===== src/rtl/riscv_pkg.sv =====
// Shared encodings for the memory-stage access path: funct3 load/store codes,
// the access FSM states and small decode helpers.
package riscv_pkg;

  localparam logic [2:0] F3_LB  = 3'b000;
  localparam logic [2:0] F3_LH  = 3'b001;
  localparam logic [2:0] F3_LW  = 3'b010;
  localparam logic [2:0] F3_LBU = 3'b100;
  localparam logic [2:0] F3_LHU = 3'b101;
  localparam logic [2:0] F3_SB  = 3'b000;
  localparam logic [2:0] F3_SH  = 3'b001;
  localparam logic [2:0] F3_SW  = 3'b010;

  typedef enum logic [1:0] {
    ST_IDLE,
    ST_REQ,
    ST_RESP,
    ST_DONE
  } state_e;

  function automatic logic f3_illegal(input logic [2:0] f3, input logic is_store);
    if (is_store) return f3[2] | (f3[1:0] == 2'b11);
    return (f3 == 3'b011) | (f3 == 3'b110) | (f3 == 3'b111);
  endfunction

  // funct3[1:0] is the access size for both loads and stores.
  function automatic logic f3_misaligned(input logic [2:0] f3, input logic [1:0] off);
    return ((f3[1:0] == 2'b01) & off[0]) | ((f3[1:0] == 2'b10) & (off != 2'b00));
  endfunction

endpackage


===== src/rtl/load_extend.sv =====
// Picks the addressed byte/half out of a load word and sign/zero extends it.
module load_extend
  import riscv_pkg::*;
(
  input  logic [31:0] rdata_i,
  input  logic [1:0]  addr_lo_i,
  input  logic [2:0]  funct3_i,
  output logic [31:0] data_o
);

  logic [7:0]  byte_sel;
  logic [15:0] half_sel;

  always_comb begin
    byte_sel = rdata_i[7:0];
    case (addr_lo_i)
      2'd1:    byte_sel = rdata_i[15:8];
      2'd2:    byte_sel = rdata_i[23:16];
      2'd3:    byte_sel = rdata_i[31:24];
      default: byte_sel = rdata_i[7:0];
    endcase
    half_sel = addr_lo_i[1] ? rdata_i[31:16] : rdata_i[15:0];

    data_o = rdata_i;
    case (funct3_i)
      F3_LB:   data_o = {{24{byte_sel[7]}}, byte_sel};
      F3_LH:   data_o = {{16{half_sel[15]}}, half_sel};
      F3_LW:   data_o = rdata_i;
      F3_LBU:  data_o = {24'd0, byte_sel};
      F3_LHU:  data_o = {16'd0, half_sel};
      default: data_o = 32'd0;
    endcase
  end

endmodule


===== src/rtl/mem_access_unit.sv =====
// Memory-stage data access controller: req/gnt/rvalid handshake to data memory,
// store lane alignment, load extension and pipeline stall generation.
module mem_access_unit #(
  parameter int TIMEOUT_CYCLES = 16,
  parameter int CNT_W          = 5
) (
  input  logic        clk,
  input  logic        reset,
  input  logic        rowM,
  input  logic        MemwriteM,
  input  logic [2:0]  funct3M,
  input  logic [31:0] ALUResultM,
  input  logic [31:0] WriteDataM,
  input  logic        hold_i,
  output logic        dmem_req,
  output logic        dmem_we,
  output logic [31:0] dmem_addr,
  output logic [31:0] dmem_wdata,
  output logic [3:0]  dmem_be,
  input  logic        dmem_gnt,
  input  logic        dmem_rvalid,
  input  logic [31:0] dmem_rdata,
  output logic [31:0] ReadDataM,
  output logic        StallM,
  output logic        MisalignM,
  output logic        BusErrM
);
  import riscv_pkg::*;

  localparam logic [CNT_W-1:0] TMO = CNT_W'(TIMEOUT_CYCLES);

  state_e            state_q, state_d;
  logic [31:0]       addr_q, addr_d;
  logic [31:0]       wdata_q, wdata_d;
  logic [3:0]        be_q, be_d;
  logic [2:0]        funct3_q, funct3_d;
  logic              we_q, we_d;
  logic [CNT_W-1:0]  cnt_q, cnt_d;
  logic [31:0]       rdata_q, rdata_d;
  logic              misalign_q, misalign_d;
  logic              buserr_q, buserr_d;

  logic              access;
  logic [CNT_W-1:0]  cnt_inc;
  logic [3:0]        lane_be;
  logic [31:0]       lane_wdata;
  logic [31:0]       load_data;

  load_extend u_load_extend (
    .rdata_i   (dmem_rdata),
    .addr_lo_i (addr_q[1:0]),
    .funct3_i  (funct3_q),
    .data_o    (load_data)
  );

  assign access  = rowM | MemwriteM;
  assign cnt_inc = cnt_q + CNT_W'(1);

  always_comb begin
    lane_be    = 4'b1111;
    lane_wdata = WriteDataM;
    if (MemwriteM) begin
      case (funct3M[1:0])
        2'b00: begin
          lane_be    = 4'b0001 << ALUResultM[1:0];
          lane_wdata = {4{WriteDataM[7:0]}};
        end
        2'b01: begin
          lane_be    = 4'b0011 << ALUResultM[1:0];
          lane_wdata = {2{WriteDataM[15:0]}};
        end
        default: begin
          lane_be    = 4'b1111;
          lane_wdata = WriteDataM;
        end
      endcase
    end
  end

  always_comb begin
    state_d    = state_q;
    addr_d     = addr_q;
    wdata_d    = wdata_q;
    be_d       = be_q;
    funct3_d   = funct3_q;
    we_d       = we_q;
    cnt_d      = cnt_q;
    rdata_d    = rdata_q;
    misalign_d = misalign_q;
    buserr_d   = buserr_q;

    case (state_q)
      ST_IDLE: begin
        if (access) begin
          addr_d   = ALUResultM;
          wdata_d  = lane_wdata;
          be_d     = lane_be;
          funct3_d = funct3M;
          we_d     = MemwriteM;
          cnt_d    = '0;
          rdata_d  = 32'd0;
          if (f3_illegal(funct3M, MemwriteM)) begin
            buserr_d = 1'b1;
            state_d  = ST_DONE;
          end else if (f3_misaligned(funct3M, ALUResultM[1:0])) begin
            misalign_d = 1'b1;
            state_d    = ST_DONE;
          end else begin
            state_d = ST_REQ;
          end
        end
      end
      ST_REQ: begin
        cnt_d = cnt_inc;
        if (dmem_gnt) begin
          state_d = we_q ? ST_DONE : ST_RESP;
        end else if (cnt_inc == TMO) begin
          buserr_d = 1'b1;
          rdata_d  = 32'd0;
          state_d  = ST_DONE;
        end
      end
      ST_RESP: begin
        cnt_d = cnt_inc;
        if (dmem_rvalid) begin
          rdata_d = load_data;
          state_d = ST_DONE;
        end else if (cnt_inc == TMO) begin
          buserr_d = 1'b1;
          rdata_d  = 32'd0;
          state_d  = ST_DONE;
        end
      end
      ST_DONE: begin
        if (!hold_i) begin
          misalign_d = 1'b0;
          buserr_d   = 1'b0;
          state_d    = ST_IDLE;
        end
      end
      default: state_d = ST_IDLE;
    endcase
  end

  always_ff @(posedge clk or posedge reset) begin
    if (reset) begin
      state_q    <= ST_IDLE;
      addr_q     <= '0;
      wdata_q    <= '0;
      be_q       <= '0;
      funct3_q   <= '0;
      we_q       <= 1'b0;
      cnt_q      <= '0;
      rdata_q    <= '0;
      misalign_q <= 1'b0;
      buserr_q   <= 1'b0;
    end else begin
      state_q    <= state_d;
      addr_q     <= addr_d;
      wdata_q    <= wdata_d;
      be_q       <= be_d;
      funct3_q   <= funct3_d;
      we_q       <= we_d;
      cnt_q      <= cnt_d;
      rdata_q    <= rdata_d;
      misalign_q <= misalign_d;
      buserr_q   <= buserr_d;
    end
  end

  // Bus outputs come only from latched registers so they stay stable while waiting for gnt.
  assign dmem_req   = (state_q == ST_REQ);
  assign dmem_we    = dmem_req & we_q;
  assign dmem_be    = dmem_req ? be_q : 4'b0000;
  assign dmem_addr  = {addr_q[31:2], 2'b00};
  assign dmem_wdata = wdata_q;
  assign ReadDataM  = rdata_q;
  assign MisalignM  = misalign_q;
  assign BusErrM    = buserr_q;
  assign StallM     = ((state_q == ST_IDLE) & access) | (state_q == ST_REQ) | (state_q == ST_RESP);

endmodule

===== config.mk =====
export PLATFORM = sky130hd
export DESIGN_NAME = mem_access_unit
export DESIGN_NICKNAME = d
export VERILOG_FILES = /design/src/rtl/riscv_pkg.sv /design/src/rtl/load_extend.sv /design/src/rtl/mem_access_unit.sv
export SDC_FILE = /design/constraint.sdc
export NUM_CORES = 1
export LEC_CHECK = 0
export ABC_AREA = 1
export CORE_MARGIN = 4
export CORE_UTILIZATION = 50
export DETAILED_ROUTE_END_ITERATION = 16
export PLACE_DENSITY = 0.87
export SETUP_SLACK_MARGIN = 0.1
export SLEW_MARGIN = 20
export SYNTH_ARGS = -nofsm -noshare
export SYNTH_HDL_FRONTEND = slang
export SYNTH_SLANG_ARGS = --single-unit
export TNS_END_PERCENT = 10

===== constraint.sdc =====
create_clock -name clk -period 6.4 [get_ports clk]
set_input_delay 1.28 -clock clk [delete_from_list [all_inputs] [get_ports clk]]
set_output_delay 1.28 -clock clk [all_outputs]
set_load 0.02 [all_outputs]

* Word-level counts from Yosys, hierarchy flattened
Cells that the tools add are included. Widths: inputs -> output; s select.
Operators by class: shifts and indexed selects 2, add/sub/neg operators 1, multiplexer cells 42, bitwise operators 11, reductions and logical operators 14, eq/ne operators 24
Operators by type and width (count):
- $mux 32 | 5
- $pmux 32 s5 | 1
- $pmux 32 s3 | 1
- $pmux 32 s2 | 1
- $pmux 8 s3 | 1
- $mux 1 | 17
- $mux 16 | 1
- $mux 2 | 7
- $ne 2x2->1 const B | 7
- $eq 2x2->1 const B | 6
- $eq 3x3->1 const B | 4
- $pmux 5 s2 | 1
- $reduce_and 5->1 | 2
- $mux 4 | 2
- $pmux 2 s4 | 1
- $pmux 4 s2 | 1
- $or 1x1->1 | 7
- $eq 2x1->1 const B | 3
- $eq 3x2->1 const B | 2
- $reduce_and 2->1 | 3
- $reduce_bool 2->1 | 3
- $add 5x1->5 const B | 1
- $eq 5x5->1 const B | 1
- $mux 5 | 1
- 11 further kinds | 15
Word-level totals: register bits 113, output and inout port bits 105, word-level logic and storage cells 104

* Logic depth before layout (Yosys ltp)
Gate-level depths: netlist (run 1).
depth after elaboration 9, depth in mapped cells 13

* By module
A second synthesis (run 1) with hierarchy kept.
Second synthesis, totals: cell total of the unflattened synthesis 884, area, all modules 6367.4 µm²
Modules (own cells, without submodules):
- mem_access_unit | cells each 629, times used 1, area each 5287.6 µm²
- load_extend | cells each 255, times used 1, area each 1079.8 µm²

* Least setup slack after synthesis (run 1)
OpenSTA, ideal clock, no wires.
path type input -> output, start input port MemwriteM, end output port StallM, stages 7, path slack 2.843 ns, path buffers 3, arrival time 2.277 ns, cell sequence buf_4 -> inv_2 -> nand2_1 -> nand2_1 -> buf_2 -> buf_2 -> nand3_1
On the way: cells in the longest elaborated chain, start to end 4
RTL lines:
- start, declared | line mem_access_unit.sv:10 | input logic MemwriteM,
- $or 1x1->1 | line mem_access_unit.sv:56 | assign access = rowM | MemwriteM;
- $and 1x1->1 | line mem_access_unit.sv:180 | assign StallM = ((state_q == ST_IDLE) & access) | (state_q == ST_REQ) | (state_q == ST_RESP);
- $or 1x1->1 (2 in series) | line mem_access_unit.sv:180
- end, declared | line mem_access_unit.sv:24 | output logic StallM,
Every way passes these cells.

* Final worst setup path (run 1)
Same ends and word-level chain as after synthesis.

==> results of run 1 <==
-- cell usage in the layout (no fill, tap or decap), types with 2 or more instances in the layout --
master / netlist / layout
nand2_1: 271 / 270
clkdlybuf4s50_1: 0 / 208
dfrtp_1: 113 / 113
o21ai_0: 70 / 70
nor2_1: 54 / 54
inv_1: 53 / 52
a21oi_1: 48 / 48
nand3_1: 28 / 28
clkbuf_16: 0 / 17
a21oi_2: 10 / 10
o211ai_1: 9 / 9
o21ai_2: 9 / 9
o21ai_1: 9 / 9
inv_2: 7 / 7
ha_1: 7 / 7
nand2_2: 3 / 4
nand3_4: 4 / 4
clkinvlp_4: 0 / 4
clkinv_2: 0 / 4
nor2_2: 3 / 3
nand2_4: 3 / 3
nand4_1: 3 / 3
o22ai_1: 3 / 3
clkbuf_8: 0 / 3
buf_4: 36 / 3
nand3_2: 2 / 2
clkinv_1: 2 / 2
inv_4: 1 / 2
nor2_8: 2 / 2
a22oi_1: 2 / 2
a31oi_1: 2 / 2
conb_1: 1 / 2
bufinv_16: 0 / 2
-- metrics by stage --
stage / cells / power, W / cell area (um2) / hold slack [ns]
2_1_floorplan: 791 / 0.002774 / 6168 / 0.4500
3_3_place_gp: 1107 / 0.003431 / 8045 / 0.4582
3_5_place_dp: 1107 / 0.003486 / 8045 / 0.4593
4_1_cts: 1138 / 0.004443 / 8626 / 0.4716
5_1_grt: 1138 / 0.004709 / 8626 / 0.4842
6_report: 1138 / 0.004431 / 8626 / 0.4719
-- where the power goes --
group | switching [W] | internal (W) | total (W)
Clock | 0.000330 | 0.000599 | 0.000928
Sequential | 0.000231 | 0.00101 | 0.00124
Combinational | 0.00136 | 0.000905 | 0.00226
Total | 0.00192 | 0.00251 | 0.00443
-- metal layers --
layer | share of wire | vias to the layer above | track usage
li1 | - | 2843 | -
met1 | 0.38 | 2735 | 0.3016
met2 | 0.49 | 300 | 0.4186
met3 | 0.11 | 27 | 0.09782
met4 | 0.018 | 0 | 0.07893
met5 | 0 | - | 0
-- sequential cells by signal, indices dropped and copies added, names as in the netlist --
signal and count:
be_q 4, addr_q 32, ReadDataM 32, cnt_q 5, state_q 2, we_q 1
dmem_wdata 32, MisalignM 1, BusErrM 1, funct3_q 3
-- cell families (layout without fill, tap and decap cells) --
| kind of cell | count (synthesis) | count (layout) | synth area share |
|---|---|---|---|
| other | 1 | 2 | 0.0006083 |
| and+or+nand+nor | 376 | 376 | 0.2600 |
| AOI/OAI and AO/OA | 167 | 167 | 0.1559 |
| DFF | 113 | 113 | 0.4587 |
| buffers and inverters | 126 | 305 | 0.1106 |
| adders and majority gates | 7 | 7 | 0.01421 |
-- worst min-delay path by stage --
stage / slack [ns] / end / startpoint
floorplan: 0.45 / addr_q[10]$_DFFE_PP0P_ / addr_q[10]$_DFFE_PP0P_
global placement: 0.46 / ReadDataM[9]$_DFFE_PP0P_ / ReadDataM[9]$_DFFE_PP0P_
detailed placement: 0.46 / ReadDataM[14]$_DFFE_PP0P_ / ReadDataM[14]$_DFFE_PP0P_
CTS: 0.47 / ReadDataM[14]$_DFFE_PP0P_ / ReadDataM[14]$_DFFE_PP0P_
global route: 0.48 / ReadDataM[14]$_DFFE_PP0P_ / ReadDataM[14]$_DFFE_PP0P_
finish: 0.47 / ReadDataM[14]$_DFFE_PP0P_ / ReadDataM[14]$_DFFE_PP0P_
-- worst max-delay path: stages --
cell and delay [ns]:
clkdlybuf4s50_1 0.67, inv_2 0.14, nand2_1 0.10, nand2_2 0.06
nand3_1 0.08, clkdlybuf4s50_1 0.62
-- layout make-up --
type / count / area [um2]
multi-input combinational: 552 / 2661
timing repair buffer: 211 / 2105
sequential: 113 / 2828
clock buffer: 21 / 470.5
inverter: 63 / 241.5
tap: 168 / 210.2
clock inverter: 10 / 110.1
fill: 945 / 3436
==> results.cfg, run 1 <==
[outcome]
status = completed

[clock_network]
cts_setup_buffers = 0
clk_pin_slew_ns = 0.05
ctsHoldBuffers = 0
cts.sinks = 113
numCtsBuffers = 17
tritoncts = done
cts_resized = 0
clk_latency_ns = 0.40
clock_path_buffers = 2
htree_levels = 4
cts_root_buffer = clkbuf_16

[sta]
setup_slack_ns = 2.177
fin_crit_ns = 4.223
setup_viol = 0
slew_headroom = 0.4524
fin_skew_ns = 0.005487
fin_crit_sh = 0.6598
rsz0062_at_grt = no
fin_setup_tns_ns = 0
drv_slew = 0
hold_violations = 0
max_freq_mhz = 236.8
worst_pin_slew_ns = 0.8213

[cells_and_area]
final_core_util = 0.7151
diodes = 0
syn2layout_area_growth_pct = 39.92
drive_gt1_frac = 0.08454
nets = 1071

[setup_path]
r2r-end = dmem_wdata[21]$_DFFE_PP0P_
end_kind = primary output
cp-endpoint = StallM
cp.required_ns = 5.12
crit_start = MemwriteM
worstPathArrival_ns = 2.94
critPathLaunchType = input port
path_max_fanout = 9
r2r_start = state_q[0]$_DFFE_PP0P_
critPathKind = input port to primary output
reg2reg_slack_ns = 3.57
reg2reg_depth = 8

[yosys]
synthTopCellsByCount = nand2_1 (271), dfrtp_1 (113), o21ai_0 (70)
synth.distinct_cells = 39
postSynthCellCount = 790
synth.avg_cell_area_um2 = 7.803
synthFlopType = dfrtp_1
synth_edf_count = 0
synth_top_area_share = 0.4587
synth_most_common_cell = nand2_1
ys_seq_area_frac = 0.4587
ys_seq_elements = 113
netlist_top_cells_area = dfrtp_1 (46%), nand2_1 (17%), o21ai_0 (5.7%)
ys_async_sr_fraction = 1.000
synth_area_um2 = 6165
synth_largest_area_cell = dfrtp_1
yosysWarnings = 0

[global_routing]
grt_max_degree = 79
antenna_found_initial = 0
grt_overflow_total = 0
grt_pass1_wl_mm = 28.68
track_usage = 0.2520
grt_pass1_vias = 5836

[die]
fp.dieW_um = 119.0
pin_count = 211
core_area_um2 = 12060
die_y_um = 119.0
start_util = 0.5111
dieArea_um2 = 14170
num_rows = 40

[place]
place_ws_ns = 2.192
place_hpwl_mm = 12.67
routabilityCongestion = 0.9452
io_buffers = 208

[routing]
wl_mm = 17.99
drcViolationCount = 0
drtIter0Drc = 532
wl_per_cell_um = 15.81
final_antenna_net_count = 0
drtPass1Iterations = 7
route.vias.total = 5905
vias_per_cell = 5.189

[pwr]
power.leakage_nw = 4.061
peakVddDrop_mv = 0.2712
powerDensity_nw_per_um2 = 513.7

[flow_run]
drv_cap = 0

[hold_path]
hold_path_depth = 2
worstHoldPathType = flop to flop
(Power assumes the default switching activity.)
==> run 2: changes to the inputs <==
- CORE_UTILIZATION: 50 -> 42
- PLACE_DENSITY: 0.87 -> 0.78
- clock period: 6.4 -> 3.5 ns (I/O delays scaled with it)
==> results.cfg, run 2 (synthesis gave the netlist of run 1 again) <==
[setup_path]
cp.required_ns = 2.80
critPathKind = flop to primary output
cp_cell_sequence = inv_1, ha_1, clkinv_1, nand3_1, clkdlybuf4s50_1
critPathSlowestCell = clkdlybuf4s50_1
cp-endpoint = StallM
reg2reg_depth = 8
critPathLaunchType = flop
path_max_fanout = 9
crit_start = state_q[1]$_DFFE_PP0P_
r2r_start = state_q[0]$_DFFE_PP0P_
end_kind = primary output
worstPathArrival_ns = 2.20
r2r-end = dmem_wdata[19]$_DFFE_PP0P_
cp_slowest_stage_delay_ns = 0.62
cp_num_cells = 5
reg2reg_slack_ns = 1.01
cpLargestDelayFamily = buffers and inverters
critPathBufInv = 3

[sta]
fin_crit_sh = 0.8287
fin_crit_ns = 2.900
drv_slew = 0
hold_violations = 0
fin_hold_ws_ns = 0.4729
rsz0062_at_grt = no
worst_pin_slew_ns = 0.7464
fin_setup_tns_ns = 0
slew_headroom = 0.5024
fin_skew_ns = 0.008393
setup_viol = 0
max_freq_mhz = 344.8
setup_slack_ns = 0.5996

[routing]
wl_mm = 18.50
drtPass1Iterations = 5
drcViolationCount = 0
final_antenna_net_count = 0
route.vias.total = 5942
wl_per_cell_um = 15.95
drtIter0Drc = 494
vias_per_cell = 5.122

[cells_and_area]
fillers = 1283
nets = 1076
diodes = 0
drive_gt1_frac = 0.08811
postLayoutCellArea_um2 = 8738
layout_common_cells = nand2_1 (270), clkdlybuf4s50_1 (208), dfrtp_1 (113)
layout_commonest_cell = nand2_1
syn2layout_area_growth_pct = 41.75

[global_routing]
grt_overflow_total = 0
grt_pass1_wl_mm = 29.59
grt_pass1_vias = 5950
antenna_found_initial = 0
track_usage = 0.2242
grt_max_degree = 79

[place]
place_hpwl_mm = 13.20
routabilityCongestion = 0.8897
io_buffers = 208
placed_cell_area_um2 = 8117
place_ws_ns = 0.5606

[die]
core_area_um2 = 14480
fp.dieW_um = 129.2
num_rows = 44
dieArea_um2 = 16680
start_util = 0.4258
pin_count = 211
die_y_um = 129.2

[pwr]
power.leakage_nw = 4.106
power_w = 0.008252
peakVddDrop_mv = 0.5016
powerDensity_nw_per_um2 = 944.3

[clock_network]
cts.sinks = 113
cts_root_buffer = clkbuf_16
cts_resized = 0
htree_levels = 4
clk_pin_slew_ns = 0.05
tritoncts = done
clk_latency_ns = 0.41
clock_path_buffers = 2
numCtsBuffers = 17
cts_setup_buffers = 0
ctsHoldBuffers = 0

[flow_run]
drv_cap = 0

[outcome]
status = completed

[hold_path]
worstHoldPathType = flop to flop
run 2: changes by cell type in the layout (fill, tap and decap cells not counted), sizes merged:
cell	previous run	this run
buf	3	8
clkbuf	21	22
clkinv	6	5
bufinv	2	4
inv	61	60
run 2: tightest hold or removal path: cells and delay by family, from the launching register on:
family	cells	cell delay (ns)
simple gates	2	0.10
flops	1	0.34
run 2: area by class of cell:
cell class | count | area (um2) | share of cell area
flip-flops and latches | 113 | 2828 | 0.3236
clock buffers | 22 | 464.2 | 0.05312
well taps | 184 | 230.2 | 0.02635
repair buffers | 216 | 2155 | 0.2466
inverters | 63 | 242.7 | 0.02778
multi-input cells | 552 | 2661 | 0.3046
clock inverters | 10 | 157.7 | 0.01804
run 2: how the worst min path moves through the flow:
stage,slack (ns),startpoint,endpoint,cells past startpoint
6_report,0.47,addr_q[9]$_DFFE_PP0P_,addr_q[9]$_DFFE_PP0P_,2
5_1_grt,0.49,addr_q[12]$_DFFE_PP0P_,addr_q[12]$_DFFE_PP0P_,2
4_1_cts,0.48,addr_q[9]$_DFFE_PP0P_,addr_q[9]$_DFFE_PP0P_,2
3_5_place_dp,0.46,addr_q[9]$_DFFE_PP0P_,addr_q[9]$_DFFE_PP0P_,2
3_3_place_gp,0.46,addr_q[21]$_DFFE_PP0P_,addr_q[21]$_DFFE_PP0P_,2
2_1_floorplan,0.45,addr_q[10]$_DFFE_PP0P_,addr_q[10]$_DFFE_PP0P_,2
run 2: report_power, final:
group / leakage, nW / switching (W) / internal, W
clock network: 0.296 / 0.000610 / 0.00122
registers: 1.41 / 0.000440 / 0.00185
logic: 2.40 / 0.00246 / 0.00167
run 2: layer usage:
metal | GRT usage | up-vias | share of wire
li1 | - | 2858 | -
met5 | 0 | - | 0
met1 | 0.2764 | 2812 | 0.41
met2 | 0.3631 | 246 | 0.47
met4 | 0.07597 | 0 | 0.018
met3 | 0.08533 | 26 | 0.10
run 2: stage by stage:
step,utilization,std cells
floorplan,-,791
global placement,0.5606,1128
detailed placement,0.5606,1128
CTS,0.6035,1160
global route,0.6035,1160
finish,0.6035,1160
==> run 3: changes to the inputs <==
- CORE_UTILIZATION: 42 -> 46
- PLACE_DENSITY: 0.78 -> 0.81
- clock period: 3.5 -> 2.8 ns (I/O delays scaled with it)
==> results.cfg, run 3 (synthesis gave the netlist of run 1 again) <==
[outcome]
status = completed

[clock_network]
numCtsBuffers = 17
ctsHoldBuffers = 0
cts_root_buffer = clkbuf_16
clk_latency_ns = 0.42
tritoncts = done
cts.sinks = 113
clock_path_buffers = 2
clk_pin_slew_ns = 0.05
htree_levels = 4

[routing]
drtPass1Iterations = 5
drtIter0Drc = 480
wl_per_cell_um = 15.46
wl_mm = 17.81
final_antenna_net_count = 0
route.vias.total = 5840
drcViolationCount = 0
vias_per_cell = 5.069

[setup_path]
cp.required_ns = 2.24
cp_slowest_stage_delay_ns = 0.59
critPathKind = flop to primary output
cpLargestDelayFamily = buffers and inverters
critPathBufInv = 4
critPathSlowestCell = clkdlybuf4s50_1
crit_start = state_q[1]$_DFFE_PP0P_
worstPathArrival_ns = 2.11
crit_top_cell = inv_1
r2r_start = state_q[1]$_DFFE_PP0P_
cp_cell_sequence = inv_1, ha_1, buf_4, nand2_1, inv_1, clkdlybuf4s50_1
critPathLaunchType = flop
path_max_fanout = 9
end_kind = primary output

[sta]
rsz0062_at_grt = yes
fin_setup_tns_ns = 0
fin_crit_ns = 2.675
fin_crit_sh = 0.9553
drv_slew = 0
worst_pin_slew_ns = 0.7376
fin_hold_ws_ns = 0.4761
hold_violations = 0
fin_skew_ns = 0.01206
slew_headroom = 0.5082
setup_viol = 0
max_freq_mhz = 373.8

[cells_and_area]
fillers = 1073
syn2layout_area_growth_pct = 42.42
drive_gt1_frac = 0.09324
diodes = 0
nets = 1076
layout_commonest_cell = nand2_1
layout_common_cells = nand2_1 (270), clkdlybuf4s50_1 (206), dfrtp_1 (113)

[die]
num_rows = 42
pin_count = 211
die_y_um = 123.8
start_util = 0.4674
core_area_um2 = 13190
fp.dieW_um = 123.8
dieArea_um2 = 15320

[global_routing]
antenna_found_initial = 0
grt_overflow_total = 0
grt_pass1_vias = 5865
grt_max_degree = 114
grt_pass1_wl_mm = 28.22
track_usage = 0.2365

[place]
routabilityCongestion = 0.8324
io_buffers = 208
place_hpwl_mm = 12.58

[pwr]
peakVddDrop_mv = 0.6361
power.leakage_nw = 4.143
powerDensity_nw_per_um2 = 1185

[hold_path]
worstHoldPathType = flop to flop
min_from = ReadDataM[14]$_DFFE_PP0P_

[flow_run]
drv_cap = 0
## run 3: repair_timing
action / 4_1_cts / 5_1_grt
setup buffers: 0 / 0
gates resized for setup: 4 / 1
hold endpoints to repair: 0 / 0
endpoints found under the setup margin: 1 / 5
## run 3: final timing paths
| kind | cells past startpoint | end | slack (ns) |
|---|---|---|---|
| worst max register to register | 8 | dmem_wdata[8]$_DFFE_PP0P_ | 0.46 |
| min in group asynchronous | 3 | dmem_wdata[12]$_DFFE_PP0P_ | 0.65 |
| worst min register to register | 2 | ReadDataM[14]$_DFFE_PP0P_ | 0.48 |
| worst min-delay path | 2 | ReadDataM[14]$_DFFE_PP0P_ | 0.48 |
| worst max-delay path | 6 | dmem_be[0] | 0.13 |
| max in group asynchronous | 3 | addr_q[29]$_DFFE_PP0P_ | 1.68 |
## run 3: worst reg2reg max path, delay by kind of cell (launching register included)
family	cells	cell delay, ns
AOI/OAI and AO/OA	1	0.05
adders and majority gates	1	0.24
buffers and inverters	4	1.22
DFF	1	0.44
and+or+nand+nor	2	0.28
## run 3: per-stage QoR
stage / util / power (W) / cells / instance area, um2 / setup WS [ns]
after floorplan: - / 0.006341 / 791 / 6172 / 0.6831
after CTS: 0.6654 / 0.01047 / 1152 / 8777 / 0.08765
after detailed placement: 0.6155 / 0.007999 / 1120 / 8119 / 0.07865
final: 0.6656 / 0.01041 / 1152 / 8780 / 0.1251
after global placement: 0.6155 / 0.007910 / 1120 / 8119 / 0.1065
after global routing: 0.6656 / 0.01113 / 1152 / 8780 / 0.02901
## run 3: per-layer routing
metal	track usage	share of wire
met3	0.09446	0.10
met2	0.3843	0.48
met5	0	0
met4	0.09481	0.023
met1	0.2801	0.39
## run 3: where the power goes
group	leakage (nW)	total (W)	switching (W)	internal [W]
clock network	0.323	0.00239	0.000752	0.00164
logic	2.41	0.00519	0.00309	0.00210
registers	1.41	0.00283	0.000517	0.00231
total	4.14	0.0104	0.00436	0.00605
## run 3: final cells by class
cell class              count  area [um2]  area share
multi-input cells         552        2666      0.3037
clock inverters            11       182.7     0.02081
flip-flops and latches    113        2828      0.3221
repair buffers            216        2168      0.2470
well taps                 176       220.2     0.02508
inverters                  63       244.0     0.02779
clock buffers              21       470.5     0.05358
